**src/rtl/fft_r2_ctrl_gen_if.sv**
```systemverilog
// Stream handshake bundle for the radix-2 FFT controller.
// master: controller side (drives in_ready, out_valid, out_bank); slave: source/sink side.
interface fft_r2_ctrl_gen_if;
  logic in_valid;
  logic in_ready;
  logic out_valid;
  logic out_ready;
  logic out_bank;

  modport master (
    input  in_valid, out_ready,
    output in_ready, out_valid, out_bank
  );

  modport slave (
    output in_valid, out_ready,
    input  in_ready, out_valid, out_bank
  );
endinterface

```
**src/rtl/fft_r2_ctrl_gen.sv**
```systemverilog
// In-place radix-2 DIF FFT controller: LOAD, LOG2N butterfly stages with drain, UNLOAD.
// Ports: clk/rst, start/bitrev_out, io (in/out handshake), status, bank SRAM ctrl, butterfly ctrl.
module fft_r2_ctrl_gen #(
  parameter int LOG2N  = 6,
  parameter int BF_LAT = 2,
  localparam int AW    = LOG2N - 1
) (
  input  logic              clk,
  input  logic              rst,
  input  logic              start,
  input  logic              bitrev_out,
  fft_r2_ctrl_gen_if.master io,
  output logic              busy,
  output logic              done,
  output logic [3:0]        stage,
  output logic              we_b0,
  output logic              we_b1,
  output logic              re_b0,
  output logic              re_b1,
  output logic [AW-1:0]     waddr_b0,
  output logic [AW-1:0]     waddr_b1,
  output logic [AW-1:0]     raddr_b0,
  output logic [AW-1:0]     raddr_b1,
  output logic              swap_rd,
  output logic              swap_wr,
  output logic              bf_valid,
  output logic [AW-1:0]     tw_addr
);
  localparam int N  = 1 << LOG2N;
  localparam int H  = N / 2;
  localparam int D  = BF_LAT + 1;
  localparam int CW = LOG2N + 1;

  typedef logic [LOG2N-1:0] idx_t;
  typedef enum logic [2:0] {
    IDLE, LOAD, COMPUTE, DRAIN, UNLOAD
  } state_t;

  state_t        state, nxt;
  logic [CW-1:0] cnt_q;
  idx_t          hcnt_q;
  logic [3:0]    s_q;
  logic [3:0]    dcnt_q;
  logic          brev_q;

  logic [D-1:0]  dl_v;
  logic [D-1:0]  dl_sr;
  logic [AW-1:0] dl_a0 [D];
  logic [AW-1:0] dl_a1 [D];

  function automatic idx_t rev(idx_t v);
    idx_t r;
    for (int i = 0; i < LOG2N; i++) r[i] = v[LOG2N-1-i];
    return r;
  endfunction

  idx_t          jm, k_i, span, lowm, top, oidx;
  logic [3:0]    p;
  logic [AW-1:0] a_top, a_bot, tw;
  logic          sr, klast, last_s, dr_end, jpar, ubank;
  logic          hs_in, hs_out, done_c, rd_c, u_iss;

  assign jm     = cnt_q[LOG2N-1:0];
  assign jpar   = ^jm;
  assign k_i    = idx_t'(cnt_q[AW-1:0]);
  // span = 1<<p; top = k with a zero inserted at bit p
  assign p      = 4'(LOG2N - 1) - s_q;
  assign span   = idx_t'(1) << p;
  assign lowm   = span - idx_t'(1);
  assign top    = ((k_i & ~lowm) << 1) | (k_i & lowm);
  assign sr     = ^top;
  assign a_top  = top[LOG2N-1:1];
  assign a_bot  = AW'((top | span) >> 1);
  assign tw     = AW'((k_i & lowm) << s_q);
  assign klast  = cnt_q[AW-1:0] == AW'(H - 1);
  assign last_s = s_q == 4'(LOG2N - 1);
  assign dr_end = dcnt_q == 4'(BF_LAT);

  assign oidx   = brev_q ? rev(jm) : jm;
  assign ubank  = ^oidx;

  assign rd_c   = state == COMPUTE;
  assign hs_in  = state == LOAD && io.in_valid && !rst;
  assign hs_out = state == UNLOAD && io.out_valid && io.out_ready;
  assign done_c = hs_out && hcnt_q == '1;
  // cnt_q[LOG2N] set means all N reads have been issued
  assign u_iss  = state == UNLOAD && !cnt_q[LOG2N]
               && (!io.out_valid || io.out_ready);

  always_ff @(posedge clk) begin
    if (rst) state <= IDLE;
    else     state <= nxt;
  end

  always_comb begin
    nxt         = state;
    busy        = state != IDLE;
    done        = done_c;
    stage       = (state == COMPUTE) ? s_q : 4'd0;
    io.in_ready = state == LOAD && !rst;
    we_b0       = 1'b0;
    we_b1       = 1'b0;
    re_b0       = 1'b0;
    re_b1       = 1'b0;
    waddr_b0    = '0;
    waddr_b1    = '0;
    raddr_b0    = '0;
    raddr_b1    = '0;
    swap_wr     = 1'b0;
    unique case (state)
      IDLE: if (start) nxt = LOAD;
      LOAD: begin
        if (hs_in && jm == '1) nxt = COMPUTE;
        unique case (1'b1)
          !jpar: begin
            we_b0    = hs_in;
            waddr_b0 = jm[LOG2N-1:1];
          end
          jpar: begin
            we_b1    = hs_in;
            waddr_b1 = jm[LOG2N-1:1];
          end
        endcase
      end
      COMPUTE: begin
        if (klast) nxt = DRAIN;
        re_b0    = 1'b1;
        re_b1    = 1'b1;
        raddr_b0 = sr ? a_bot : a_top;
        raddr_b1 = sr ? a_top : a_bot;
      end
      DRAIN: if (dr_end) nxt = last_s ? UNLOAD : COMPUTE;
      UNLOAD: begin
        if (done_c) nxt = IDLE;
        re_b0 = u_iss && !ubank;
        re_b1 = u_iss && ubank;
        if (ubank) raddr_b1 = oidx[LOG2N-1:1];
        else       raddr_b0 = oidx[LOG2N-1:1];
      end
      default: nxt = IDLE;
    endcase
    if (dl_v[D-1] && !rst) begin
      we_b0    = 1'b1;
      we_b1    = 1'b1;
      waddr_b0 = dl_a0[D-1];
      waddr_b1 = dl_a1[D-1];
      swap_wr  = dl_sr[D-1];
    end
  end

  always_ff @(posedge clk) begin
    if (rst) begin
      cnt_q  <= '0;
      hcnt_q <= '0;
      s_q    <= '0;
      dcnt_q <= '0;
      brev_q <= 1'b0;
    end else begin
      unique case (state)
        IDLE: if (start) begin
          cnt_q  <= '0;
          hcnt_q <= '0;
          s_q    <= '0;
          dcnt_q <= '0;
          brev_q <= bitrev_out;
        end
        LOAD: if (hs_in) cnt_q <= (jm == '1) ? '0 : cnt_q + CW'(1);
        COMPUTE: cnt_q <= klast ? '0 : cnt_q + CW'(1);
        DRAIN: begin
          if (dr_end) begin
            dcnt_q <= '0;
            s_q    <= last_s ? 4'd0 : s_q + 4'd1;
          end else begin
            dcnt_q <= dcnt_q + 4'd1;
          end
        end
        UNLOAD: begin
          if (u_iss)  cnt_q  <= cnt_q + CW'(1);
          if (hs_out) hcnt_q <= done_c ? '0 : hcnt_q + LOG2N'(1);
          if (done_c) cnt_q  <= '0;
        end
        default: ;
      endcase
    end
  end

  // read-side alignment regs and write-back delay line
  always_ff @(posedge clk) begin
    if (rst) begin
      bf_valid     <= 1'b0;
      swap_rd      <= 1'b0;
      tw_addr      <= '0;
      dl_v         <= '0;
      dl_sr        <= '0;
      io.out_valid <= 1'b0;
      io.out_bank  <= 1'b0;
      for (int i = 0; i < D; i++) begin
        dl_a0[i] <= '0;
        dl_a1[i] <= '0;
      end
    end else begin
      bf_valid <= rd_c;
      swap_rd  <= rd_c && sr;
      tw_addr  <= rd_c ? tw : '0;
      dl_v[0]  <= rd_c;
      dl_sr[0] <= rd_c && sr;
      dl_a0[0] <= sr ? a_bot : a_top;
      dl_a1[0] <= sr ? a_top : a_bot;
      for (int i = 1; i < D; i++) begin
        dl_v[i]  <= dl_v[i-1];
        dl_sr[i] <= dl_sr[i-1];
        dl_a0[i] <= dl_a0[i-1];
        dl_a1[i] <= dl_a1[i-1];
      end
      if (!io.out_valid || io.out_ready) begin
        io.out_valid <= u_iss;
        io.out_bank  <= u_iss && ubank;
      end
    end
  end
endmodule

```
**src/flat_wrapper.sv**
```systemverilog
// flat-port wrapper written by rule: the top's interface ports become plain ports
module fft_r2_ctrl_gen_flat 
#(
  parameter int LOG2N  = 6,
  parameter int BF_LAT = 2,
  localparam int AW    = LOG2N - 1
)
  (clk, rst, start, bitrev_out, busy, done, stage, we_b0, we_b1, re_b0, re_b1, waddr_b0, waddr_b1, raddr_b0, raddr_b1, swap_rd, swap_wr, bf_valid, tw_addr, io_in_valid, io_out_ready, io_in_ready, io_out_valid, io_out_bank);
  fft_r2_ctrl_gen_if io_i ();
  input  logic clk;
  input  logic rst;
  input  logic start;
  input  logic bitrev_out;
  output logic busy;
  output logic done;
  output logic [3:0] stage;
  output logic we_b0;
  output logic we_b1;
  output logic re_b0;
  output logic re_b1;
  output logic [AW-1:0] waddr_b0;
  output logic [AW-1:0] waddr_b1;
  output logic [AW-1:0] raddr_b0;
  output logic [AW-1:0] raddr_b1;
  output logic swap_rd;
  output logic swap_wr;
  output logic bf_valid;
  output logic [AW-1:0] tw_addr;
  input wire logic [$bits(io_i.in_valid)-1:0] io_in_valid;
  input wire logic [$bits(io_i.out_ready)-1:0] io_out_ready;
  output wire logic [$bits(io_i.in_ready)-1:0] io_in_ready;
  output wire logic [$bits(io_i.out_valid)-1:0] io_out_valid;
  output wire logic [$bits(io_i.out_bank)-1:0] io_out_bank;
  assign io_i.in_valid = io_in_valid;
  assign io_i.out_ready = io_out_ready;
  assign io_in_ready = io_i.in_ready;
  assign io_out_valid = io_i.out_valid;
  assign io_out_bank = io_i.out_bank;
  fft_r2_ctrl_gen #(.LOG2N(LOG2N), .BF_LAT(BF_LAT)) u_core (.clk(clk), .rst(rst), .start(start), .bitrev_out(bitrev_out), .io(io_i), .busy(busy), .done(done), .stage(stage), .we_b0(we_b0), .we_b1(we_b1), .re_b0(re_b0), .re_b1(re_b1), .waddr_b0(waddr_b0), .waddr_b1(waddr_b1), .raddr_b0(raddr_b0), .raddr_b1(raddr_b1), .swap_rd(swap_rd), .swap_wr(swap_wr), .bf_valid(bf_valid), .tw_addr(tw_addr));
endmodule
```
**config.mk**
```make
export PLATFORM = sky130hd
export DESIGN_NAME = fft_r2_ctrl_gen_flat
export DESIGN_NICKNAME = d
export VERILOG_FILES = /design/src/rtl/fft_r2_ctrl_gen_if.sv /design/src/rtl/fft_r2_ctrl_gen.sv /design/src/flat_wrapper.sv
export SDC_FILE = /design/constraint.sdc
export NUM_CORES = 1
export LEC_CHECK = 0
export ABC_CLOCK_PERIOD_IN_PS = 3500
export CAP_MARGIN = 40
export CORE_MARGIN = 5
export CORE_UTILIZATION = 50
export CTS_CLUSTER_SIZE = 12
export DETAILED_ROUTE_END_ITERATION = 10
export GPL_TIMING_DRIVEN = 0
export PLACE_DENSITY = 0.82
export SYNTH_ARGS = -nofsm -noshare
export SYNTH_HDL_FRONTEND = slang
export SYNTH_SLANG_ARGS = --single-unit
```
**constraint.sdc**
```tcl
create_clock -name clk -period 3.5 [get_ports clk]
set_input_delay 0.7 -clock clk [delete_from_list [all_inputs] [get_ports clk]]
set_output_delay 0.7 -clock clk [all_outputs]
set_load 0.01 [all_outputs]
```
Word-level counts from Yosys, hierarchy flattened. Memory sizes are Yosys's and may differ from the RTL's. Index checks and enable logic that the tools add are counted.

Add/sub/neg operators: 6. Equal/unequal tests: 17. Shifts and indexed selects: 2. Mux-type cells: 56. Bitwise logic cells: 12. Reductions and logical operators: 33.

Operators with widths (count): 5-bit two-way mux (16); 7-bit two-way mux (6); 7-bit one-hot mux with 4 select lines (1); 6-bit two-way mux (4); 4-bit two-way mux (5); 5-bit one-hot mux with 2 select lines (2); 3-bit two-way mux (6); 6-bit parity (3); 4-bit one-hot mux with 2 select lines (2); 3-bit one-hot mux with 5 select lines (1); 1-bit logical AND (13); 6-bit equality test (second input constant) (2); 6-bit bitwise OR (2); 6-bit one-hot mux with 2 select lines (1); 1-bit two-way mux (10); 2-bit by 1-bit != test with 1-bit output (second input constant) (5); 4-bit by 1-bit adder with 4-bit output (second input constant) (2); 7-bit by 1-bit adder with 7-bit output (second input constant) (1); 6-bit by 1-bit adder with 6-bit output (second input constant) (1); 5-bit by 6-bit bitwise AND with 6-bit output (1); 3-bit by 2-bit equality test with 1-bit output (second input constant) (2); 1-bit bitwise OR (6); 3-bit AND reduction (2); 1-bit by 4-bit left shift with 6-bit output (first input constant) (1); 24 further kinds (31).

Register bits after elaboration: 40. RAM bits: 30. Input port bits: 6. Memories kept: 2.

Memory list: u_core.dl_a0 (depth 3, width 5, rd ports 3, clocked after Yosys merged registers in 0, write ports 3, line fft_r2_ctrl_gen.sv:48) `logic [AW-1:0] dl_a0 [D];`; u_core.dl_a1 (depth 3, width 5, rd ports 3, clocked after Yosys merged registers in 0, write ports 3, line fft_r2_ctrl_gen.sv:49) `logic [AW-1:0] dl_a1 [D];`.

Depth between registers and ports, before layout.
Word-level depth: 9. Gate-level depth with buffers: 11. Depth with buffers taken out: 9.

Least setup slack after synthesis. OpenSTA, ideal clock, no wires.

Path type: reg-to-output. From: register u_core.s_q[1]. To: output raddr_b0[1]. Data arrival time: 3.058 ns. Setup slack: -0.258 ns. Stages on the path, launching flop included: 12. Buffers on the path: 2. Cell sequence: dfxtp_1 > clkbuf_1 > inv_1 > ha_1 > buf_4 > o21a_1 > o41ai_4 > o21a_4 > xor3_2 > xnor2_2 > nor3_2 > a221o_1.

Cells in the longest elaborated chain, start to end: 9. Elaborated cells on any way between the ends: 11. Those cells by class: add/sub (2); shift (1); mux (2); bitwise (5); reduce/logical (1).

RTL lines: start, declared (line fft_r2_ctrl_gen.sv:42) `logic [3:0] s_q;`; start signal, assigned (line fft_r2_ctrl_gen.sv:172) `s_q <= last_s ? 4'd0 : s_q + 4'd1;`; 3-bit by 4-bit subtractor with 4-bit output (*) (line fft_r2_ctrl_gen.sv:67) `assign p = 4'(LOG2N - 1) - s_q;`; 1-bit by 4-bit left shift with 6-bit output (*) (line fft_r2_ctrl_gen.sv:68) `assign span = idx_t'(1) << p;`; 6-bit by 1-bit subtractor with 6-bit output (line fft_r2_ctrl_gen.sv:69) `assign lowm = span - idx_t'(1);`; 5-bit inverter (line fft_r2_ctrl_gen.sv:70) `assign top = ((k_i & ~lowm) << 1) | (k_i & lowm);`; 5-bit bitwise AND (line fft_r2_ctrl_gen.sv:70); 6-bit bitwise OR (line fft_r2_ctrl_gen.sv:70); 6-bit parity / 6-bit bitwise OR (equally long branches) (line fft_r2_ctrl_gen.sv:71, fft_r2_ctrl_gen.sv:73); 5-bit two-way mux (*) (line fft_r2_ctrl_gen.sv:129) `raddr_b0 = sr ? a_bot : a_top;`; 5-bit one-hot mux with 2 select lines (*) (line fft_r2_ctrl_gen.sv:110) `unique case (state)`; end, declared (line flat_wrapper.sv:23) `output logic [AW-1:0] raddr_b0;`.

Mark *: on every way between the ends. The rest lies on a longest branch, timed or not.

Worst setup path in the final report.
From: register u_core.s_q[1]. To: output raddr_b1[0].

Cells in the longest elaborated chain, start to end: 9. Elaborated cells on any way between the ends: 11. Those cells by class: add/sub (2); shift (1); mux (2); bitwise (5); reduce/logical (1).

RTL lines: 3-bit by 4-bit subtractor with 4-bit output (*) (line fft_r2_ctrl_gen.sv:67); 1-bit by 4-bit left shift with 6-bit output (*) (line fft_r2_ctrl_gen.sv:68); 6-bit by 1-bit subtractor with 6-bit output (line fft_r2_ctrl_gen.sv:69); 5-bit inverter (line fft_r2_ctrl_gen.sv:70); 5-bit bitwise AND (line fft_r2_ctrl_gen.sv:70); 6-bit bitwise OR (line fft_r2_ctrl_gen.sv:70); 6-bit parity / 6-bit bitwise OR (equally long branches) (line fft_r2_ctrl_gen.sv:71, fft_r2_ctrl_gen.sv:73); 5-bit two-way mux (*) (line fft_r2_ctrl_gen.sv:130) `raddr_b1 = sr ? a_top : a_bot;`; 5-bit one-hot mux with 2 select lines (*) (line fft_r2_ctrl_gen.sv:110); end, declared (line flat_wrapper.sv:24) `output logic [AW-1:0] raddr_b1;`.

Marked as above.

==> results.md <==
- Status: finished with violations
- Failing checks: setup timing
- Clock tree sinks: 68
- #FFs+latches synth: 68
- Mapped Cells: 427
- CP arrival: 3.22 ns
- Final GP Congestion: 0.895
- Dpl cells: ~570
- Most common cell after layout, fill and taps aside: dfxtp_1
- # IOs: 47
- Fmax: about 260 MHz
- EDFF count, synth: 0
- Vias in the first global route: around 3.2k
- Final ANT Viol Nets: 0
- Total number of vias: around 3.4k
- Setup TNS: -3.62 ns
- Max-slew violation count: 0
- Post-synthesis sequential area ratio: 0.380
- Core area: 6870 um2
- Initial antenna violation count: 0
- Die Y-Extent: roughly 95 um
- Number of diodes: 0
- Clock transition at path regs: 0.08 ns
- CTS tree: built
- Worst Max-Slew Pin Slew: roughly 0.8 ns
- Area growth, synth to finish: 34.3%
- 1st-pass router iterations: 5
- HPWL Detailed: between 6000 and 7000 um
- Max-Cap Viols: 0
- Post-synth cell types: 57
- Final WS setup: -0.416 ns
- Syn_nets: 447
- Remaining Overflow, GRT: 0
- Worst clock skew: 0.00818 ns
- Period Utilization, post-route: 1.12
- Avg Cell Area, Syn: about 8.4 um2
- Data required time at the worst endpoint: ~2.8 ns
- Nets: roughly 530
- GRT Total Usage: 0.224
- Clock H-tree levels: 3
- Clock Tree Root: clkbuf_8
- PD cells: just under 500 nW/um2
- Post-CTS Hold Buffers: 0
- Hold WC Path Type: reg -> reg
- Fill cells: approximately 500
- Die area: roughly 9000 um2
- Cell area after synthesis: 3580 um2
- Critical path class: reg -> out
- Final min period: between 3 and 4 ns
- Worst vdd ir: 0.382 mV
- DR WL/cell: about 17 um
- Longest Clk Path Bufs: 2
- Rel. slew slack: 0.460
- Leak Pwr: around 1.8 nW
- Total Wirelength: slightly above 10000 um
- Layout cells sized above 1: 0.211
- Hold Vio Cnt, Final: 0
- CTS Buf Count: 9
- Crit path capture type: primary output
- Initial core utilization: 0.522
- Count of standard-cell rows: 30
- RSZ-0062 raised after global routing: true
- First-pass GRT wire length: ~16000 um
- DIE WIDTH: between 90 and 100 um
- Commonest cells after routing, fill and taps aside: 64 x dfxtp_1, 53 x nor2_1, 38 x nand2_1, 36 x clkdlybuf4s50_1, 28 x nor2b_1
- IO buf count: 46
- Crit Path Max Fanout: 4
- Async set-reset flop share out of synthesis: 0
- Setup violations, final: 10
- Initial DRC Count: around 260
- Final non-filler cell total: 609
- Clock latency on the worst-skew pair: approximately 0.35 ns
- Largest net degree at the start of global routing: 14
- Post-route DRC violation count: 0
- Worst slack at placement: -0.782 ns
- Ys flop type: dfxtp_1
- Via density per instance: around 5.6
- YS warnings: 0
- Crit start category: register
-- logic make-up after synthesis --
group                    after synthesis  synth area share
multiplexers                          10            0.0283
AND/OR/NAND/NOR                      184             0.262
flip-flops                            68             0.380
adder cells (fa/ha/maj)               14            0.0489
XOR/XNOR                              20            0.0597
AO/OA/AOI/OAI                         97             0.184
buffers and inverters                 34            0.0377
-- cells in the mapped netlist, types with 2 or more instances --
cell type / instances / area share
a211oi_1: 3 / 0.0063
a21boi_0: 2 / 0.0042
a21o_1: 2 / 0.0042
a21oi_1: 31 / 0.043
a221o_1: 6 / 0.017
a31oi_1: 3 / 0.0052
and2_1: 5 / 0.0087
and3_1: 9 / 0.016
buf_1: 2 / 0.0021
buf_2: 3 / 0.0042
clkbuf_1: 17 / 0.018
dfxtp_1: 68 / 0.38
ha_1: 14 / 0.049
inv_1: 11 / 0.012
mux2i_1: 9 / 0.025
nand2_1: 38 / 0.040
nand2b_1: 12 / 0.021
nand3_1: 7 / 0.0098
nand3b_1: 4 / 0.0084
nand4_1: 2 / 0.0035
nand4b_1: 3 / 0.0073
nor2_1: 56 / 0.059
nor2b_1: 28 / 0.049
nor3_1: 7 / 0.0098
nor3_2: 3 / 0.0084
nor3b_1: 2 / 0.0042
o21a_1: 4 / 0.0084
o21ai_0: 25 / 0.035
o22ai_1: 2 / 0.0035
o2bb2ai_1: 5 / 0.012
or3_1: 3 / 0.0052
xnor2_1: 10 / 0.024
xor2_1: 6 / 0.015
xor2_2: 2 / 0.0091
-- per-layer routing --
metal | vias to the layer above | share of wire | GRT usage
met1 | 1613 | 0.42 | 0.274
li1 | 1632 | - | -
met4 | 0 | 0.031 | 0.106
met5 | - | 0 | 0
met3 | 31 | 0.074 | 0.0534
met2 | 162 | 0.48 | 0.371
-- critical path, cell delays in order, from the launching register on --
cell,delay [ns]
dfxtp_4,0.36
buf_8,0.09
clkinvlp_4,0.16
ha_4,0.24
o21a_4,0.23
buf_6,0.12
nor4_4,0.35
nor2_2,0.08
a211oi_4,0.29
buf_12,0.17
xor2_4,0.18
nor3_4,0.07
a221o_1,0.37
buf_2,0.14
-- metrics by stage --
stage / area [um2] / util / hold WS, ns / total power, mW
after global routing: 4810 / 0.700 / 0.452 / 2.43
after CTS: 4610 / 0.671 / 0.439 / 2.23
after detailed placement: 4180 / 0.608 / 0.421 / 1.54
final: 4810 / 0.700 / 0.438 / 2.32
after floorplan: 3590 / - / 0.414 / 1.34
after global placement: 4180 / 0.608 / 0.420 / 1.52
-- cell type report --
class	count	area, um2	share of cell area
clock inverters	7	52.6	0.0109
clock buffers	9	124	0.0257
well taps	96	120	0.0250
flip-flops and latches	68	1370	0.285
multi-input cells	325	2350	0.489
repair buffers	72	641	0.133
plain buffers	21	106	0.0221
inverters	11	47.5	0.00988
-- power by group --
group | internal, mW | switching, mW
combinational | 0.369 | 0.524
sequential | 0.820 | 0.0222
clock | 0.260 | 0.327
total | 1.45 | 0.873
-- state kept, by name (all words and copies together) (netlist names) --
register and flops:
u_core.state 3, u_core.tw_addr 5, u_core.s_q 4, u_core.brev_q 1, u_core.dcnt_q 4, u_core.io.out_bank 1
u_core.dl_a0 15, u_core.io.out_valid 1, u_core.hcnt_q 6, u_core.cnt_q 7, u_core.dl_sr 3, u_core.dl_v 3
u_core.dl_a1 15
-- repair_timing --
item,4_1_cts,5_1_grt
gates resized for setup,74,34
setup buffers,17,9
gates cloned,0,0
pin swaps,19,22
setup endpoints to repair,15,26
-- final timing paths --
kind / start / end / slack (ns) / depth (start not counted)
setup / recovery: u_core.s_q[1]$_SDFFE_PP0P_ / raddr_b1[0] / -0.42 / 13
hold / removal: u_core.dl_a0[0][6]$_SDFF_PP0_ / u_core.dl_a0[0][11]$_SDFF_PP0_ / 0.44 / 1
hold reg to reg: u_core.dl_a0[0][6]$_SDFF_PP0_ / u_core.dl_a0[0][11]$_SDFF_PP0_ / 0.44 / 1
setup reg to reg: u_core.s_q[1]$_SDFFE_PP0P_ / u_core.dl_a1[0][3]$_SDFF_PP0_ / 0.35 / 19
Note: power is estimated with default switching activity, not from simulation.
